$ cat config.mk
export PLATFORM = sky130hd
export DESIGN_NAME = gfx_raster_frag_serializer_flat
export DESIGN_NICKNAME = d
export VERILOG_FILES = /design/src/rtl/gfx_raster_frag_serializer_pkg.sv /design/src/rtl/gfx_raster_frag_serializer_if.sv /design/src/rtl/gfx_raster_frag_serializer_lsb_pick.sv /design/src/rtl/gfx_raster_frag_serializer.sv /design/src/flat_wrapper.sv
export SDC_FILE = /design/constraint.sdc
export NUM_CORES = 1
export LEC_CHECK = 0
export CAP_MARGIN = 20
export CORE_AREA = 2 2 115 117
export CTS_BUF_LIST = sky130_fd_sc_hd__clkbuf_4
export CTS_CLUSTER_DIAMETER = 30
export CTS_CLUSTER_SIZE = 40
export DETAILED_ROUTE_END_ITERATION = 8
export DIE_AREA = 0 0 117 119
export PLACE_DENSITY = 0.67
export SETUP_SLACK_MARGIN = 0.2
export SYNTH_ARGS = -nofsm -noshare
export SYNTH_HDL_FRONTEND = slang
export SYNTH_SLANG_ARGS = --single-unit
$ cat constraint.sdc
create_clock -name clk -period 3.3 [get_ports clk]
set_input_delay 0.66 -clock clk [delete_from_list [all_inputs] [get_ports clk]]
set_output_delay 0.66 -clock clk [all_outputs]
set_load 0.02 [all_outputs]
$ cat src/rtl/gfx_raster_frag_serializer_pkg.sv
// Shared types for the fine-raster fragment serializer.
// Tile geometry, fragment coordinates and ping-pong slot layout.
package gfx_raster_frag_serializer_pkg;

  localparam int unsigned SIZE     = 4;
  localparam int unsigned BITS     = 2;
  localparam int unsigned CELLS    = SIZE * SIZE;
  localparam int unsigned IDX_W    = 2 * BITS;
  localparam int unsigned COORD_W  = 8;
  localparam int unsigned COARSE_W = COORD_W - BITS;

  typedef struct packed {
    logic [COORD_W-1:0] y;
    logic [COORD_W-1:0] x;
  } frag_xy;

  typedef logic [CELLS-1:0] raster_mask;
  typedef frag_xy [CELLS-1:0] raster_frags;

  typedef struct packed {
    raster_mask          mask;
    logic [COARSE_W-1:0] coarse_x;
    logic [COARSE_W-1:0] coarse_y;
    logic                full;
  } raster_tile_slot;

  // Fine bits are the raw cell index split into x (low) and y (high) halves.
  function automatic frag_xy frag_from_index(input logic [COARSE_W-1:0] coarse_x,
                                             input logic [COARSE_W-1:0] coarse_y,
                                             input logic [IDX_W-1:0]    idx);
    frag_xy f;
    f.x = {coarse_x, idx[BITS-1:0]};
    f.y = {coarse_y, idx[IDX_W-1:BITS]};
    return f;
  endfunction

endpackage

$ cat src/rtl/gfx_raster_frag_serializer_if.sv
// Tile input and fragment output streams of the serializer.
// master = raster array / consumer side, slave = serializer.
interface gfx_raster_frag_serializer_if;
  import gfx_raster_frag_serializer_pkg::*;

  logic        in_valid;
  raster_frags in_frags;
  raster_mask  in_paint;
  logic        stall;
  logic        out_valid;
  logic        out_ready;
  frag_xy      out_frag;

  modport master (
    output in_valid, in_frags, in_paint, out_ready,
    input  stall, out_valid, out_frag
  );

  modport slave (
    input  in_valid, in_frags, in_paint, out_ready,
    output stall, out_valid, out_frag
  );

endinterface

$ cat src/rtl/gfx_raster_frag_serializer_lsb_pick.sv
// Lowest-set-bit picker over a tile paint mask.
// Returns the bit index, a non-empty flag and the mask with that bit cleared.
module gfx_raster_frag_serializer_lsb_pick
  import gfx_raster_frag_serializer_pkg::*;
(
  input  raster_mask       mask_i,
  output logic [IDX_W-1:0] index_o,
  output logic             any_o,
  output raster_mask       mask_next_o
);

  always_comb begin
    index_o = '0;
    // Scan high to low so the last hit is the lowest set bit.
    for (int i = CELLS - 1; i >= 0; i--) begin
      if (mask_i[i]) index_o = IDX_W'(i);
    end
  end

  assign any_o       = |mask_i;
  assign mask_next_o = mask_i & (mask_i - raster_mask'(1));

endmodule

$ cat src/rtl/gfx_raster_frag_serializer.sv
// Two-slot ping-pong tile buffer emitting painted fragments one per cycle,
// lowest cell index first, with a registered stall back to the raster array.
module gfx_raster_frag_serializer
  import gfx_raster_frag_serializer_pkg::*;
(
  input logic                          clk,
  input logic                          rst_n,
  gfx_raster_frag_serializer_if.slave  bus
);

  raster_tile_slot  slots_q [2];
  raster_tile_slot  slots_d [2];
  logic             head_q, head_d;

  raster_tile_slot  head_slot;
  logic [IDX_W-1:0] head_idx;
  logic             head_any;
  raster_mask       head_mask_next;

  logic stall;
  logic tail;
  logic accept;
  logic pop;

  assign head_slot = slots_q[head_q];

  gfx_raster_frag_serializer_lsb_pick u_lsb_pick (
    .mask_i      (head_slot.mask),
    .index_o     (head_idx),
    .any_o       (head_any),
    .mask_next_o (head_mask_next)
  );

  // Stall depends on registered fill state only, so it lags a drain by one cycle.
  assign stall  = slots_q[0].full & slots_q[1].full;
  assign tail   = head_q ^ (slots_q[0].full ^ slots_q[1].full);
  assign accept = bus.in_valid & ~stall;
  assign pop    = bus.out_valid & bus.out_ready;

  always_comb begin
    slots_d = slots_q;
    head_d  = head_q;
    if (pop) begin
      slots_d[head_q].mask = head_mask_next;
      if (head_mask_next == '0) begin
        slots_d[head_q].full = 1'b0;
        head_d               = ~head_q;
      end
    end
    // Tail never equals a full head here, so an accept never clobbers a pop.
    if (accept && (bus.in_paint != '0)) begin
      slots_d[tail].mask     = bus.in_paint;
      slots_d[tail].coarse_x = bus.in_frags[0].x[COORD_W-1:BITS];
      slots_d[tail].coarse_y = bus.in_frags[0].y[COORD_W-1:BITS];
      slots_d[tail].full     = 1'b1;
    end
  end

  always_ff @(posedge clk or negedge rst_n) begin
    if (!rst_n) begin
      slots_q[0] <= '0;
      slots_q[1] <= '0;
      head_q     <= 1'b0;
    end else begin
      slots_q <= slots_d;
      head_q  <= head_d;
    end
  end

  always_comb begin
    bus.stall     = stall;
    bus.out_valid = head_slot.full & head_any;
    bus.out_frag  = frag_from_index(head_slot.coarse_x, head_slot.coarse_y, head_idx);
  end

  // Only the coarse bits of cell 0 are stored.
  logic unused_frags;
  assign unused_frags = ^{bus.in_frags[CELLS-1:1],
                          bus.in_frags[0].x[BITS-1:0], bus.in_frags[0].y[BITS-1:0]};

endmodule
$ cat src/flat_wrapper.sv
// flat-port wrapper written by rule: the top's interface ports become plain ports
module gfx_raster_frag_serializer_flat import gfx_raster_frag_serializer_pkg::*;
  (clk, rst_n, bus_in_valid, bus_in_frags, bus_in_paint, bus_out_ready, bus_stall, bus_out_valid, bus_out_frag);
  gfx_raster_frag_serializer_if bus_i ();
  input logic clk;
  input logic rst_n;
  input wire logic [$bits(bus_i.in_valid)-1:0] bus_in_valid;
  input wire logic [$bits(bus_i.in_frags)-1:0] bus_in_frags;
  input wire logic [$bits(bus_i.in_paint)-1:0] bus_in_paint;
  input wire logic [$bits(bus_i.out_ready)-1:0] bus_out_ready;
  output wire logic [$bits(bus_i.stall)-1:0] bus_stall;
  output wire logic [$bits(bus_i.out_valid)-1:0] bus_out_valid;
  output wire logic [$bits(bus_i.out_frag)-1:0] bus_out_frag;
  assign bus_i.in_valid = bus_in_valid;
  assign bus_i.in_frags = bus_in_frags;
  assign bus_i.in_paint = bus_in_paint;
  assign bus_i.out_ready = bus_out_ready;
  assign bus_stall = bus_i.stall;
  assign bus_out_valid = bus_i.out_valid;
  assign bus_out_frag = bus_i.out_frag;
  gfx_raster_frag_serializer u_core (.clk(clk), .rst_n(rst_n), .bus(bus_i));
endmodule
==> summary.md, run 1 <==
| Metric | Value |
|---|---|
| Clk_skew | `0.0155 ns` |
| EDFF count, synth | `0` |
| Main flop type after synthesis | `dfrtp_1` |
| Cell internal pwr | `2.59 mW` |
| Critical Path Start Type | `flop` |
| # diodes | `0` |
| CTS buffer count | `9` |
| CP bufs+invs | `2` |
| P&R area growth vs syn | `25.7%` |
| TritonCTS clock tree | `yes` |
| Slew headroom | `a little over half` |
| Final Max Slew Viols | `0` |
| Fmax | `roughly 330 MHz` |
| Synthesis-stage register bit count | `a little under 60` |
| Post-layout min period | `between 3 and 4 ns` |
| Final Net Count | `between 600 and 700` |
| CP arrival | `2.37 ns` |
| RSZ-0062 raised after global routing | `yes` |
| Initial antenna violation count | `0` |
| Core ar. | `between 10,000 and 15,000 um2` |
| Routed Antenna Nets | `0` |
| Pre-Repair DR Iteration Count | `5` |
| P_sw | `around 2.1 mW` |
| DRC viols | `0` |
| Clock sink count | `just under 60` |
| Crit-path cells | `buf_12, or3_1, o2bb2a_4, nand3_4, nor2_1, nor2_1, dlygate4sd2_1` |
| Gr usage total | `between 10% and 20%` |
| Buffers on Ports | `49` |
| Syn Std Cell Area | `~3400 um2` |
| Via count | `roughly 3,000` |
| Crit end category | `output port` |
| Clock power frac | `around 11%` |
| Final period util | `91.8%` |
| Ys async rst share | `between 90% and 100%` |
| Die Ht | `119 um` |
| Least-Margin Pin Slew | `0.713 ns` |
| Most common cell after layout, fill and taps aside | `o21ai_0` |
| Final hold viol count | `0` |
| Slowest stage delay, CP | `roughly 0.53 ns` |
| Pwr/cell area | `around 1100 nW/um2` |
| Site row count | `42` |
| Fin area | `4280 um2` |
| Clk buf depth | `2` |
| DP Wirelength | `6660 um` |
| Starting density of the core | `26.5%` |
| Status | `finished clean` |
| Max rail drop VDD | `519 uV` |
| Synth warn | `0` |
| Commonest cells after routing, fill and taps aside | `o21ai_0 (65), dfrtp_1 (58), nand2_1 (43), clkdlybuf4s50_1 (43), mux2_2 (40)` |
| Placed Area | `between 4000 and 5000 um2` |
| Vias per inst | `5.07` |
| Clk slew on worst S/H paths | `~0.11 ns` |
| Post-Synthesis Cells | `between 300 and 400` |
| RD Place Congestion | `around 0.96` |
| Wire length per cell | `about 15 um` |
| Synth Area per Inst | `between 9 and 10 um2` |
| Fillers | `between 1,000 and 1,500` |
| Die Wd | `approximately 120 um` |
| Power share of the combinational group | `between 50% and 60%` |
| Static Leak | `1.63 nW` |
| First-pass GRT wire length | `between 15,000 and 20,000 um` |
| Max-Cap Viols | `0` |
| Final WL | `~9200 um` |
| Die area | `13,900 um2` |
| CP delay by family, top | `simple AND/OR/NAND/NOR gates` |
| Fraction of layout cells with a size suffix above 1 | `between 20% and 30%` |
| Sum Neg Setup Slack | `0 ns` |
| CTS Hold Bufs | `0` |
| Number of DRC markers in iteration 0 | `approximately 170` |
| Vias in the first global route | `3,092` |
| IO Count | `~290` |
| Netlist cell types | `54` |
| Mapped Nets | `between 600 and 700` |
| Clk Tree Root Cell | `clkbuf_4` |
| Post-synthesis sequential area ratio | `between 40% and 50%` |
| Worst setup path class | `reg -> out` |
| Hold Crit Class | `in -> async` |
| Clock Latency Late Sink | `about 0.4 ns` |
| Congestion Overflow GR | `0` |
| Total power | `approximately 4.7 mW` |
| Largest net degree at the start of global routing | `36` |
| Max FO, Critical Path | `27` |
| Max stage delay cell, worst path | `dfrtp_4` |
| Crit path required time | `about 2.6 ns` |
| Hold Slack | `a little under 0.3 ns` |
| Max H-tree Level | `3` |
| CP dominant cell by count | `nor2_1` |
| Final Setup Violations | `0` |
| Seq pwr share | `29.7%` |
| Switching share of power | `~45%` |
[state kept, by name (all words and copies together) (netlist names)]
name            count
u_core.slots_q     58
u_core.head_q       1
[worst register-to-register path: cells and delay by family (launching register included)]
family                 cells  cell delay, ns
AO/OA/AOI/OAI              3            0.84
AND/OR/NAND/NOR            4            0.92
flip-flops                 1            0.53
buffers and inverters      1            0.17
[cells in the mapped netlist, types with 4 or more instances]
| master | instances | share of area (%) |
|---|---|---|
| dfrtp_1 | 59 | 43 |
| o21ai_0 | 66 | 9.7 |
| nand3_1 | 4 | 0.59 |
| o21ai_1 | 6 | 0.88 |
| nor4_1 | 7 | 1.3 |
| clkbuf_1 | 11 | 1.2 |
| nor2_1 | 17 | 1.9 |
| a21oi_1 | 12 | 1.8 |
| nor3b_1 | 4 | 0.88 |
| inv_1 | 4 | 0.44 |
| mux2_2 | 40 | 13 |
| o31ai_1 | 5 | 1.1 |
| nand2_1 | 43 | 4.7 |
| nor3_1 | 6 | 0.88 |
| buf_4 | 4 | 0.88 |
| nor2b_1 | 8 | 1.5 |
[stage by stage]
| step | utilization, % | setup slack, ns | cells |
|---|---|---|---|
| finish | 33.3 | 0.271 | 596 |
| global route | 33.3 | 0.168 | 596 |
| CTS | 32.9 | 0.176 | 592 |
| detailed placement | 31.8 | 0.289 | 573 |
| global placement | 31.8 | 0.299 | 573 |
| floorplan | - | 0.427 | 359 |
[power groups by stage]
stage | Sequential [mW] | Clock, mW | Combinational, mW
floorplan | 1.25 | 0 | 1.91
global placement | 1.39 | 0 | 2.62
detailed placement | 1.41 | 0 | 2.66
CTS | 1.38 | 0.526 | 2.67
global route | 1.44 | 0.562 | 3.03
finish | 1.39 | 0.517 | 2.77
[path summary, 6_finish.rpt]
| check | from | endpoint | slack, ns | depth (start not counted) |
|---|---|---|---|---|
| max in group asynchronous | rst_n | u_core.slots_q[43] | 2.32 | 2 |
| min reg2reg | u_core.slots_q[5] | u_core.slots_q[5] | 0.51 | 1 |
| max | u_core.head_q | bus_out_valid | 0.27 | 7 |
| min | rst_n | u_core.slots_q[35] | 0.29 | 1 |
| max reg2reg | u_core.head_q | u_core.slots_q[29] | 0.74 | 8 |
| min in group clk | u_core.slots_q[5] | u_core.slots_q[5] | 0.51 | 1 |
[layer usage]
metal | wire length, um | vias to the layer above | GRT usage, %
li1 | - | 1438 | -
met1 | 3920 | 1452 | 17.0
met2 | 4280 | 114 | 21.8
met3 | 841 | 19 | 6.01
met4 | 184 | 0 | 3.97
met5 | 0 | - | 0
[logic make-up after synthesis]
kind of cell    share of synthesized area (%)
xor+xnor                                0.257
buf+inv                                  4.08
compound gates                           20.9
flops                                    43.3
simple gates                             17.5
mux                                      13.2
fa+ha+maj                               0.661
[final cells by class]
class,count,area [um2],share of cell area [%]
clock buffer,9,67.6,1.58
clock inverter,7,67.6,1.58
inverter,4,15.0,0.351
multi-input combinational,275,1810,42.2
sequential,59,1480,34.6
tap,176,220,5.14
timing repair buffer,66,626,14.6
[timing repair]
item                       CTS  global route
pin swaps                    0             1
resized for setup           13             7
setup buffers                3             4
setup endpoints to repair    5             5
gates cloned                 0             0
No activity file was read; power rests on OpenSTA's default activity.
==> run 2, diff against run 1 <==
- TNS_END_PERCENT: unset -> 10
==> summary.md, run 2 (same netlist as run 1, synthesis figures left out) <==
| Metric | Value |
|---|---|
| Clk buf depth | `2` |
| Initial antenna violation count | `0` |
| Hold Slack | `a little under 0.3 ns` |
| Status | `finished clean` |
| Post-layout min period | `approximately 3.1 ns` |
| Fin area | `around 4200 um2` |
| R2R Path End | `u_core.slots_q[29]` |
| Core ar. | `12,900 um2` |
| Clock Latency Late Sink | `0.41 ns` |
| Most common cell after layout, fill and taps aside | `o21ai_0` |
| Die Ht | `119 um` |
| Clk slew on worst S/H paths | `roughly 0.11 ns` |
| Fin util | `roughly a third` |
| Pwr/cell area | `approximately 1100 nW/um2` |
| Worst setup path class | `reg -> out` |
| Max FO, Critical Path | `11` |
| Final hold viol count | `0` |
| Max stage delay cell, worst path | `dfrtp_4` |
| Gr usage total | `13.7%` |
| Slew headroom | `a little over half` |
| Critical Path Start Type | `flop` |
| Fmax | `321 MHz` |
| Routed Antenna Nets | `0` |
| Max reg flops | `between 50 and 60` |
| Static Leak | `~1.6 nW` |
| Number of DRC markers in iteration 0 | `193` |
| IO Count | `294` |
| Switching share of power | `45.1%` |
| Crit end category | `output port` |
| Slowest stage delay, CP | `~0.51 ns` |
| Final WL | `9140 um` |
| DP Cell Count | `between 500 and 600` |
| Site row count | `42` |
| Power share of the combinational group | `between 50% and 60%` |
| Clk_skew | `0.0165 ns` |
| Worst slack at placement | `0.289 ns` |
| Buffers on Ports | `49` |
| Vias in the first global route | `3,061` |
| Clk Tree Root Cell | `clkbuf_4` |
| Worst Reg2Reg Path Length in Cells | `8` |
| Fraction of layout cells with a size suffix above 1 | `20.0%` |
| Most flops, register | `u_core.slots_q` |
| Sum Neg Setup Slack | `0 ns` |
| Fin cells | `591` |
| Pre-Repair DR Iteration Count | `4` |
| Final Setup Violations | `0` |
| Starting density of the core | `a little over a quarter` |
| Congestion Overflow GR | `0` |
| Final period util | `94.5%` |
| Multi-input gate area | `1800 um2` |
| Largest net degree at the start of global routing | `36` |
| DRC viols | `0` |
| Max rail drop VDD | `between 500 and 600 uV` |
| CP arrival | `~2.5 ns` |
| Max H-tree Level | `3` |
| Placed Area | `between 4000 and 5000 um2` |
| P_sw | `between 2 and 2.5 mW` |
| P&R area growth vs syn | `24.6%` |
| Max-Cap Viols | `0` |
| Vias per inst | `slightly above 5` |
| First-pass GRT wire length | `15,300 um` |
| Fillers | `~1,300` |
| Final Net Count | `687` |
| Least-Margin Pin Slew | `slightly above 0.7 ns` |
| TritonCTS clock tree | `yes` |
| DP Wirelength | `about 6700 um` |
| R2R Setup Slk | `0.67 ns` |
| Total power | `4.58 mW` |
| Commonest cells after routing, fill and taps aside | `o21ai_0 (66), dfrtp_1 (58), nand2_1 (43), clkdlybuf4s50_1 (43), mux2_2 (40)` |
| Die Wd | `between 100 and 150 um` |
| Crit path required time | `2.64 ns` |
| Final Max Slew Viols | `0` |
| CTS buffer count | `9` |
| # diodes | `0` |
| RSZ-0062 raised after global routing | `yes` |
| Worst R2R Start | `u_core.head_q` |
| RD Place Congestion | `0.960` |
| Clock sink count | `59` |
| Wire length per cell | `~15 um` |
| Cell internal pwr | `around 2.5 mW` |
| Registers with the most flip-flops | `u_core.slots_q x58, u_core.head_q x1` |
| Seq pwr share | `between 30% and 40%` |
| Final WS setup | `around 0.18 ns` |
| Clock power frac | `roughly 11%` |
| Crit-path cells | `buf_4, or3b_2, and2_1, o311a_1, dlygate4sd2_1` |
| Via count | `approximately 3,000` |
| Die area | `roughly 14,000 um2` |
| Hold Crit Class | `in -> async` |
| FF+latch area | `about 1500 um2` |
run 2: cell count changes in the layout (fill, tap and decap cells not counted):
cell / change
buf_6: -1
o21ai_0: +1
clkdlybuf4s15_2: +1
dlygate4sd1_1: +1
o21ai_1: -1
buf_4: -4
o22a_1: +1
o22a_2: -1
clkdlybuf4s15_1: -1
clkbuf_2: -1
run 2: how the worst max path moves through the flow:
| stage | slack [ns] | cells after the start | from | endpoint |
|---|---|---|---|---|
| floorplan | 0.43 | 9 | u_core.head_q | bus_out_frag[0] |
| global route | 0.10 | 5 | u_core.head_q | bus_out_frag[9] |
| CTS | 0.14 | 5 | u_core.head_q | bus_out_frag[9] |
| finish | 0.18 | 5 | u_core.head_q | bus_out_frag[9] |
| detailed placement | 0.29 | 7 | u_core.head_q | bus_out_valid |
| global placement | 0.30 | 7 | u_core.head_q | bus_out_valid |
run 2: critical path: cells and delay by family, from the launching register on:
family                 cells  cell delay (ns)
and+or+nand+nor            2             0.68
buffers and inverters      2             0.53
DFF                        1             0.51
AOI/OAI and AO/OA          1             0.34
run 2: power by group through the flow:
stage / clock, mW / combinational, mW / sequential (mW)
finish: 0.515 / 2.67 / 1.40
global route: 0.562 / 2.92 / 1.44
global placement: 0 / 2.62 / 1.39
detailed placement: 0 / 2.66 / 1.41
floorplan: 0 / 1.91 / 1.25
CTS: 0.526 / 2.66 / 1.39
run 2: area by class of cell:
class / count / share of cell area [%]
clock inverter: 7 / 1.59
tap: 176 / 5.19
timing repair buffer: 61 / 13.9
inverter: 4 / 0.354
multi-input combinational: 275 / 42.5
sequential: 59 / 34.9
clock buffer: 9 / 1.59
run 2: what timing repair did:
item | in CTS | in global routing
gates cloned | 0 | 0
hold buffers | 0 | 0
pin swaps | 0 | 0
setup buffers | 1 | 1
endpoints found under the setup margin | 5 | 4
gates resized for setup | 15 | 2
run 2: routing by layer:
layer	GRT usage, %	share of wire [%]	up-vias
met4	3.90	2.1	0
met1	16.9	43	1433
met5	0	0	-
li1	-	-	1425
met2	21.9	46	99
met3	5.90	8.9	19
